### src/rtl/roi_band_centroid.sv
// roi_band_centroid: per-band lit-pixel column centroid with a serial restoring divider.
// Define ROI_CENTROID_ROUND_EN for round-to-nearest with saturation at IMG_W-1.
module roi_band_centroid #(
  parameter int IMG_W     = 640,
  parameter int IMG_H     = 480,
  parameter int PIX_W     = 4,
  parameter int NUM_BANDS = 2,
  parameter int BAND_H    = 32,
  parameter int THRESHOLD = 0,
  parameter int MIN_PIX   = 1,
  localparam int XW   = $clog2(IMG_W),
  localparam int CNTW = $clog2(IMG_W*BAND_H+1),
  localparam int BW   = NUM_BANDS > 1 ? $clog2(NUM_BANDS) : 1
) (
  input  logic             clk,
  input  logic             rst,
  input  logic             pix_valid_i,
  input  logic [PIX_W-1:0] pix_data_i,
  input  logic             sof_i,
  input  logic             res_ready_i,
  output logic             res_valid_o,
  output logic [BW-1:0]    res_band_o,
  output logic [XW-1:0]    res_x_o,
  output logic [CNTW-1:0]  res_count_o,
  output logic             res_lost_o,
  output logic             overrun_o
);
  localparam int YW  = $clog2(IMG_H);
  localparam int SW  = XW + CNTW;
  localparam int SCW = $clog2(XW) + 1;
  localparam logic [XW-1:0] XMAX = XW'(IMG_W-1);
  localparam logic [YW-1:0] YMAX = YW'(IMG_H-1);

  typedef enum logic [1:0] {IDLE, LOAD, DIV, OUT} state_t;

  state_t           state_q;
  logic [XW-1:0]    x_q, ex;
  logic [YW-1:0]    y_q, ey;
  logic [SW-1:0]    acc_sum_q [NUM_BANDS];
  logic [SW-1:0]    snap_sum_q [NUM_BANDS];
  logic [SW-1:0]    sum_d [NUM_BANDS];
  logic [CNTW-1:0]  acc_cnt_q [NUM_BANDS];
  logic [CNTW-1:0]  snap_cnt_q [NUM_BANDS];
  logic [CNTW-1:0]  cnt_d [NUM_BANDS];
  logic [NUM_BANDS-1:0] hit;
  logic             fe;
  logic [BW-1:0]    band_q;
  logic [CNTW-1:0]  rem_q, rem_d, cur_cnt;
  logic [XW-1:0]    nlo_q, q_d, x_res;
  logic [SCW-1:0]   step_q;
  logic [SW-1:0]    num;
  logic [CNTW:0]    trial;
  logic             ge;
  logic             res_valid_q, res_lost_q, overrun_q;
  logic [BW-1:0]    res_band_q;
  logic [XW-1:0]    res_x_q;
  logic [CNTW-1:0]  res_count_q;

  // sof relocates the current pixel to (0,0) and discards partial sums before it is added
  always_comb begin
    ex = sof_i ? '0 : x_q;
    ey = sof_i ? '0 : y_q;
    fe = pix_valid_i && ex == XMAX && ey == YMAX;
    hit = '0;
    for (int b = 0; b < NUM_BANDS; b++) begin
      hit[b] = pix_data_i > PIX_W'(THRESHOLD) && int'(ey) >= IMG_H-(b+1)*BAND_H && int'(ey) < IMG_H-b*BAND_H;
      sum_d[b] = (sof_i ? '0 : acc_sum_q[b]) + (hit[b] ? SW'(ex) : '0);
      cnt_d[b] = (sof_i ? '0 : acc_cnt_q[b]) + CNTW'(hit[b]);
    end
  end

  always_comb begin
    cur_cnt = snap_cnt_q[band_q];
`ifdef ROI_CENTROID_ROUND_EN
    num = snap_sum_q[band_q] + SW'(cur_cnt >> 1);
`else
    num = snap_sum_q[band_q];
`endif
    trial = {rem_q, nlo_q[XW-1]};
    ge = trial >= {1'b0, cur_cnt};
    rem_d = ge ? CNTW'(trial - {1'b0, cur_cnt}) : trial[CNTW-1:0];
    q_d = {nlo_q[XW-2:0], ge};
`ifdef ROI_CENTROID_ROUND_EN
    x_res = q_d > XMAX ? XMAX : q_d;
`else
    x_res = q_d;
`endif
  end

  always_ff @(posedge clk or posedge rst) begin
    if (rst) begin
      x_q <= '0;
      y_q <= '0;
      for (int b = 0; b < NUM_BANDS; b++) begin
        acc_sum_q[b] <= '0;
        acc_cnt_q[b] <= '0;
        snap_sum_q[b] <= '0;
        snap_cnt_q[b] <= '0;
      end
    end else if (pix_valid_i) begin
      x_q <= ex == XMAX ? '0 : ex + 1'b1;
      y_q <= ex != XMAX ? ey : ey == YMAX ? '0 : ey + 1'b1;
      for (int b = 0; b < NUM_BANDS; b++) begin
        acc_sum_q[b] <= fe ? '0 : sum_d[b];
        acc_cnt_q[b] <= fe ? '0 : cnt_d[b];
        if (fe && state_q == IDLE) begin
          snap_sum_q[b] <= sum_d[b];
          snap_cnt_q[b] <= cnt_d[b];
        end
      end
    end
  end

  // the low XW numerator bits shift out MSB first while quotient bits shift in behind them
  always_ff @(posedge clk or posedge rst) begin
    if (rst) begin
      state_q <= IDLE;
      band_q <= '0;
      rem_q <= '0;
      nlo_q <= '0;
      step_q <= '0;
      res_valid_q <= 1'b0;
      res_band_q <= '0;
      res_x_q <= '0;
      res_count_q <= '0;
      res_lost_q <= 1'b0;
      overrun_q <= 1'b0;
    end else begin
      overrun_q <= fe && state_q != IDLE;
      case (state_q)
        IDLE: if (fe) begin
          state_q <= LOAD;
          band_q <= '0;
        end
        LOAD: begin
          res_band_q <= band_q;
          res_count_q <= cur_cnt;
          step_q <= '0;
          if (cur_cnt < CNTW'(MIN_PIX)) begin
            res_lost_q <= 1'b1;
            res_x_q <= '0;
            res_valid_q <= 1'b1;
            state_q <= OUT;
          end else begin
            res_lost_q <= 1'b0;
            rem_q <= num[SW-1:XW];
            nlo_q <= num[XW-1:0];
            state_q <= DIV;
          end
        end
        DIV: begin
          rem_q <= rem_d;
          nlo_q <= q_d;
          step_q <= step_q + 1'b1;
          if (step_q == SCW'(XW-1)) begin
            res_x_q <= x_res;
            res_valid_q <= 1'b1;
            state_q <= OUT;
          end
        end
        default: if (res_ready_i) begin
          res_valid_q <= 1'b0;
          band_q <= band_q + 1'b1;
          state_q <= band_q == BW'(NUM_BANDS-1) ? IDLE : LOAD;
        end
      endcase
    end
  end

  assign res_valid_o = res_valid_q;
  assign res_band_o  = res_band_q;
  assign res_x_o     = res_x_q;
  assign res_count_o = res_count_q;
  assign res_lost_o  = res_lost_q;
  assign overrun_o   = overrun_q;
endmodule
### config.mk
export PLATFORM = sky130hd
export DESIGN_NAME = roi_band_centroid
export DESIGN_NICKNAME = d
export VERILOG_FILES = /design/src/rtl/roi_band_centroid.sv
export SDC_FILE = /design/constraint.sdc
export NUM_CORES = 1
export LEC_CHECK = 0
export BUFFER_PORTS_ARGS = -buffer_cell sky130_fd_sc_hd__buf_2
export CAP_MARGIN = 40
export CORE_UTILIZATION = 50
export CTS_CLUSTER_SIZE = 12
export DETAILED_ROUTE_END_ITERATION = 8
export GPL_TIMING_DRIVEN = 0
export PLACE_DENSITY = 0.66
export SLEW_MARGIN = 20
export SYNTH_ARGS = -nofsm -noshare
export SYNTH_HDL_FRONTEND = slang
export SYNTH_SLANG_ARGS = --single-unit
### constraint.sdc
create_clock -name clk -period 21.3 [get_ports clk]
set_input_delay 4.26 -clock clk [delete_from_list [all_inputs] [get_ports clk]]
set_output_delay 4.26 -clock clk [all_outputs]
set_load 0.02 [all_outputs]
# After elaboration in Yosys (flattened, before gate mapping)
# Index checks and enable logic that the tools add are counted.
# totals
regBits	241
latchBits	0
mem_bits_rw	0
rom_bits	0
in_bits	9
elab_cells	116
n_memories	0
# classes
addsub	9
mul	0
div_mod_pow	0
order_cmp	8
n_eq_ne	10
n_shift	0
mux	44
n_bitwise	3
reduce_logical	21
# op_table
operator	n
2-to-1 mux 25 bit	7
2-to-1 mux 15 bit	9
2-to-1 mux 10 bit	7
adder 25 x 10 -> 25 bit	2
one-hot mux 10 bit (2 select lines)	2
adder 15 x 1 -> 15 bit	2
one-hot mux 15 bit (2 select lines)	1
2-to-1 mux 9 bit	3
>= comparator 9 bit (second input constant)	2
< comparator 9 bit (second input constant)	2
>= comparator 16 x 15 -> 1 bit	1
< comparator 15 x 1 -> 1 bit (second input constant)	1
subtractor 15 bit	1
adder 10 x 1 -> 10 bit (second input constant)	1
equality test 10 bit (second input constant)	1
inequality test 10 bit (second input constant)	1
one-hot mux 5 bit (2 select lines)	1
adder 9 x 1 -> 9 bit (second input constant)	1
equality test 9 bit (second input constant)	1
AND reduction 3 bit	3
logical AND 1 bit	8
2-to-1 mux 1 bit	8
inequality test 2 bit (second input constant)	4
2-to-1 mux 2 bit	3
other kinds (19)	23

# Depth between registers and ports, before layout
# depth
ltp_word	7
depth_mapped	16
mapped_depth_nobuf	13

# Least setup slack after synthesis
# OpenSTA, ideal clock, no wires.
# synth_path
kind	input-to-reg
startpoint	input port sof_i
endpoint	register acc_sum_q[20] (netlist name)
setup_time_ps	135
t_arrival_ps	7733
required_time_ps	21165
path_slack_ps	13432
stages	16
n_path_buf	6
path_cell_list	clkbuf_1 buf_2 clkbuf_1 clkbuf_1 buf_2 clkbuf_1 nor2_1 ha_1 fa_1 a21o_1 a21oi_1 o211ai_1 a221oi_2 or4_1 mux2i_1 o22ai_1
# synth_between
elab_chain_cells	7
word_cells_on_any_way	14
classes_between	add/sub: 1; order compare: 2; eq/ne: 2; mux: 5; reduce/logical: 4
# synth_lines
item	line	text
start, declared	19	input logic sof_i,
2-to-1 mux 9 bit	62	ey = sof_i ? '0 : y_q;
>= comparator 9 bit	66	hit[b] = pix_data_i > PIX_W'(THRESHOLD) && int'(ey) >= IMG_H-(b+1)*BAND_H && int'(ey) < IMG_H-b*BAND_H;
logical AND 1 bit (2 in a row)	66	
2-to-1 mux 10 bit	67	sum_d[b] = (sof_i ? '0 : acc_sum_q[b]) + (hit[b] ? SW'(ex) : '0);
adder 25 x 10 -> 25 bit	67	
2-to-1 mux 25 bit (*)	104	acc_sum_q[b] <= fe ? '0 : sum_d[b];
end signal, assigned by index	104	
end, declared	39	logic [SW-1:0] acc_sum_q [NUM_BANDS];
# Mark *: on every way between the ends. The rest lies on a longest branch, timed or not.
# A chain may end at the register's enable or synchronous reset.

# Final worst setup path
# layout_path
startpoint	input port sof_i
endpoint	register snap_sum_q[24] (netlist name)
# layout_between
elab_chain_cells	6
word_cells_on_any_way	15
classes_between	add/sub: 1; order compare: 2; eq/ne: 2; mux: 4; reduce/logical: 6
# layout_lines
item	line	text
2-to-1 mux 9 bit or 2-to-1 mux 10 bit (tied branches)	62, 61	
>= comparator 9 bit or equality test 10 bit (tied branches)	66, 63	
logical AND 1 bit (on tied branches) (2 in a row)	66, 63	
2-to-1 mux 10 bit or logical AND 1 bit (tied branches)	67, 106	
adder 25 x 10 -> 25 bit or AND reduction 2 bit (tied branches)	n/a	
end signal, assigned by index	107	snap_sum_q[b] <= sum_d[b];
end, declared	40	logic [SW-1:0] snap_sum_q [NUM_BANDS];
# Several ways; a longest one is shown, not always the timed one.

==> run summary <==
Of all nets on the critical path, the largest fanout is 10. The effective utilization at floorplan is 51.3%. STA classifies the critical path startpoint as an input pin. Flip-flop and latch count after synthesis: 241. Data on the critical path arrives at its endpoint at 10.36 ns. The detailed-route DRC error count was 0. The run gives 1555 as the number of standard cells after synthesis. Setup violations remaining at the end of the flow were counted as 0. In this run, post-CTS repair resized a total of 0 instances. STA classifies the critical path endpoint as a register. The residual overflow from global routing was 0; the row count was 60. The number of antenna violations at the first check in global routing is 0. In this run, post-CTS hold repair placed 0 buffers.

Of all flip-flops after synthesis, the portion carrying an async set or reset was 100%. For the number of max-slew violations in the final report, the log shows 0. VDD sags by at most 0.0632 mV.

Counting cells, the worst reg-to-reg path comes to 13. For the worst-skew pair, the clock arrives at the later sink with an insertion delay of 0.54 ns. For the net count after synthesis, the log shows 1615. Entering global routing, the biggest net connects 92 pins.

The number of port buffers came out at 37. The worst setup path is of the input pin to register kind. In this run the critical register-to-register path is launched from band_q$_DFFE_PP0P_. After routing the design area is 0.0155 sq mm. The synthesized netlist contains 72 unique library cells. The part of the cycle the worst path needs was 46.7%; the sequential cell area fraction in the yosys report was 43.2%. The via density per instance works out to 5.92. The number of nets with antenna violations after routing is 0.

The cell type with the highest occurrence count on the critical path is clkbuf_1. In this run the vertical extent of the chip is 169 microns. The total I/O pin count is 38. In this run, synthesis inferred 0 flip-flops with an integrated enable. TritonCTS built the clock tree.

The run gives 0.0139 sq mm as the combined area of all synthesized cells. The final cell utilization of the core was 57.2%. For the final database, setup skew stands at 0.0140 ns. The wire length of the first global-routing pass came out at 64.0 mm. For the slack of the worst reg-to-reg path, the log shows 16.74 ns.

The number of sinks on the clock net was 241; the stage delay of the slowest cell on the critical path was 0.68 ns. The number of clock buffers added by TritonCTS is 27. The signal on the critical path passes through buf_2 > clkbuf_1 > buf_2 > clkbuf_1 > clkbuf_1 > buf_2 > clkbuf_1 > nor2_1 > ha_1 > fa_1 > a21o_1 > a21oi_1 > o211ai_1 > a221oi_2 > nor3_1 > xor2_1 > o21ai_0. The filler cells instantiated in the layout total 2510. The floorplan step defined a die boundary enclosing 0.0286 sq mm. For the total number of yosys warnings, the log shows 0. The area inside the core boundary is 0.0272 sq mm. The worst hold path passes through 2 cells. The average routed wire per standard cell is 20.0 microns. The area added between synthesis and finish was 11.4%. The cell area reported after detailed placement is 0.0147 sq mm, and the clock tree buffer depth is 3. The final layout contains routed wiring with a total length of 40.2 mm. The chip width works out to 169 microns. Among all flip-flop cells after synthesis, the most frequent one is dfrtp_1.

The root buffer cell chosen for the clock tree is clkbuf_16. Final hold analysis gives a worst-case slack of 0.467 ns. The count of max-cap constraint violations came out at 0. After synthesis, the cell types taking the most area are dfrtp_1 43%, o21ai_0 5.5%, nand2_1 5.0%. After synthesis, the largest area contributor takes up 43.2% of total cell area. The final hold violation count is 0. For this run, the top clock speed supported by timing is 100 MHz.

A synthesized cell averages 8.97 sq um. Measured against its own limit, the worst slew margin works out to 45.5%. The final layout contains 1684 nets.

The number of inserted diodes came out at 0. The number of detailed-routing iterations run before antenna repair is 5. The terminus of the critical flop-to-flop path is rem_q[7]$_DFFE_PP0P_. The flow ran to the end, and the final reports show no timing, DRC or antenna violations.

For this design the static power due to leakage is 0.00713 uW. Setup repair after global routing left no endpoint under its margin. The run gives 0 as the number of buffers inserted to repair setup after CTS.

The power density over the cells came out at 100 mW/mm^2. In this run the most critical hold path is launched from snap_sum_q[26]$_DFFE_PP0P_. Cells with a size suffix above 1 make up 7.62% of the layout. The starting DRC count in detailed routing was 993. The via count of the first global-routing pass was 11500. The min-delay analysis places its worst path in the category register to register. The worst-margin pin slew is 0.817 ns. Deepest level of the CTS H-tree: 1.

Accumulated negative setup slack: 0 ns. The routed layout has 11900 vias. The terminating pin of the worst hold path is snap_sum_q[26]$_DFFE_PP0P_.

The clock transition at the register clock pins on the worst setup and hold paths after CTS was 0.06 ns. Shortest clock period the worst path allows after layout: 9.96 ns. The final HPWL from detailed placement came out at 29.7 mm. For the total routing usage reported by global routing, the log shows 28.8%. Cell type contributing the most total cell area after synthesis: dfrtp_1. The tools report the final weighted congestion in routability-driven placement as 0.899. Slowest cell on the critical path: clkbuf_1.

The data required time of the critical path came out at 21.70 ns.
-- worst max-delay path, delay by kind of cell --
kind	cells	cell delay (ns)
buf+inv	7	3.38
compound gates	5	1.44
fa+ha+maj	2	0.68
simple gates	2	0.30
xor+xnor	1	0.29
-- stage by stage --
| step | power [uW] | std cells | worst slack [ns] |
|---|---|---|---|
| floorplan | 948 | 1555 | 10.42 |
| detailed placement | 1090 | 1966 | 11.05 |
| finish | 1560 | 2012 | 11.34 |
| global placement | 1090 | 1964 | 7.41 |
| global route | 1650 | 2012 | 11.28 |
| CTS | 1560 | 2011 | 11.57 |
-- final cells by class --
class / count / area [sq um] / share of cell area, %
inverters: 53 / 206 / 1.33
clock buffers: 41 / 798 / 5.14
flip-flops and latches: 241 / 6030 / 38.8
multi-input cells: 1178 / 7380 / 47.5
plain buffers: 83 / 338 / 2.17
clock inverters: 4 / 70.1 / 0.451
repair buffers: 40 / 248 / 1.59
well taps: 372 / 465 / 3.00
-- cell families after synthesis --
kind of cell	count (synthesis)	synth area share [%]
AOI/OAI and AO/OA	407	18.4
xor gates and xnor gates	65	4.08
adders and majority gates	51	4.74
buffers and inverters	136	3.85
DFF	241	43.2
muxes	81	5.96
and+or+nand+nor	574	19.8
-- cell usage after synthesis (12+ instances only) --
| master | n |
|---|---|
| nor2b_1 | 31 |
| nand4_1 | 12 |
| clkbuf_1 | 57 |
| buf_2 | 15 |
| o31ai_1 | 22 |
| mux2_2 | 16 |
| mux2i_1 | 65 |
| ha_1 | 48 |
| o2bb2ai_1 | 13 |
| nand3_1 | 50 |
| nand2b_1 | 41 |
| a21oi_1 | 86 |
| xnor2_1 | 34 |
| nand2_1 | 185 |
| and2_1 | 15 |
| o21ai_0 | 153 |
| dfrtp_1 | 241 |
| xor2_1 | 31 |
| nor2_1 | 124 |
| nor3_1 | 43 |
| inv_1 | 53 |
| and3_1 | 30 |
| a21o_1 | 16 |
| o22ai_1 | 14 |
| o21a_1 | 12 |
| a22o_1 | 33 |
-- how the worst max path moves through the flow --
stage               start                    endpoint  slack [ns]  cells after the start
global route        sof_i  snap_sum_q[24]$_DFFE_PP0P_       11.28                     17
detailed placement  sof_i  snap_sum_q[24]$_DFFE_PP0P_       11.05                     17
floorplan             rst    acc_cnt_q[0]$_DFFE_PP0P_       10.42                      1
global placement      rst   acc_cnt_q[21]$_DFFE_PP0P_        7.41                      2
CTS                 sof_i  snap_sum_q[24]$_DFFE_PP0P_       11.57                     17
finish              sof_i  snap_sum_q[24]$_DFFE_PP0P_       11.34                     17
-- state kept, by name, summed over array words and instances (netlist names) --
name and count:
res_band_o 1, rem_q 15, state_q 2, res_valid_o 1, res_count_o 15, nlo_q 10
overrun_o 1, res_lost_o 1, band_q 1, step_q 5, x_q 10, snap_sum_q 50
res_x_o 10, acc_sum_q 50, snap_cnt_q 30, acc_cnt_q 30, y_q 9
-- where the power goes --
part | total [uW] | internal (uW) | switching (uW)
logic | 568 | 210 | 359
registers | 524 | 498 | 26.4
clock network | 466 | 279 | 187
-- cells in the final DEF, fill, tap and decap left out, drive strengths merged, types with 41 or more instances in the layout --
master / netlist / layout
a21oi: 86 / 86
buf: 26 / 66
clkbuf: 57 / 98
dfrtp: 241 / 241
ha: 48 / 48
inv: 53 / 53
mux2i: 65 / 65
nand2: 186 / 186
nand2b: 41 / 41
nand3: 50 / 50
nor2: 125 / 125
nor3: 43 / 43
o21ai: 160 / 160
-- metal layers --
metal / vias up / share of wire [%] / wire (microns) / GRT usage, %
met5: - / 0 / 0 / 0
met4: 0 / 3.7 / 1470 / 11.2
met3: 86 / 6.2 / 2480 / 3.51
met2: 398 / 45 / 18000 / 45.7
met1: 5763 / 45 / 18200 / 40.4
li1: 5663 / - / - / -
(Power assumes the default switching activity.)
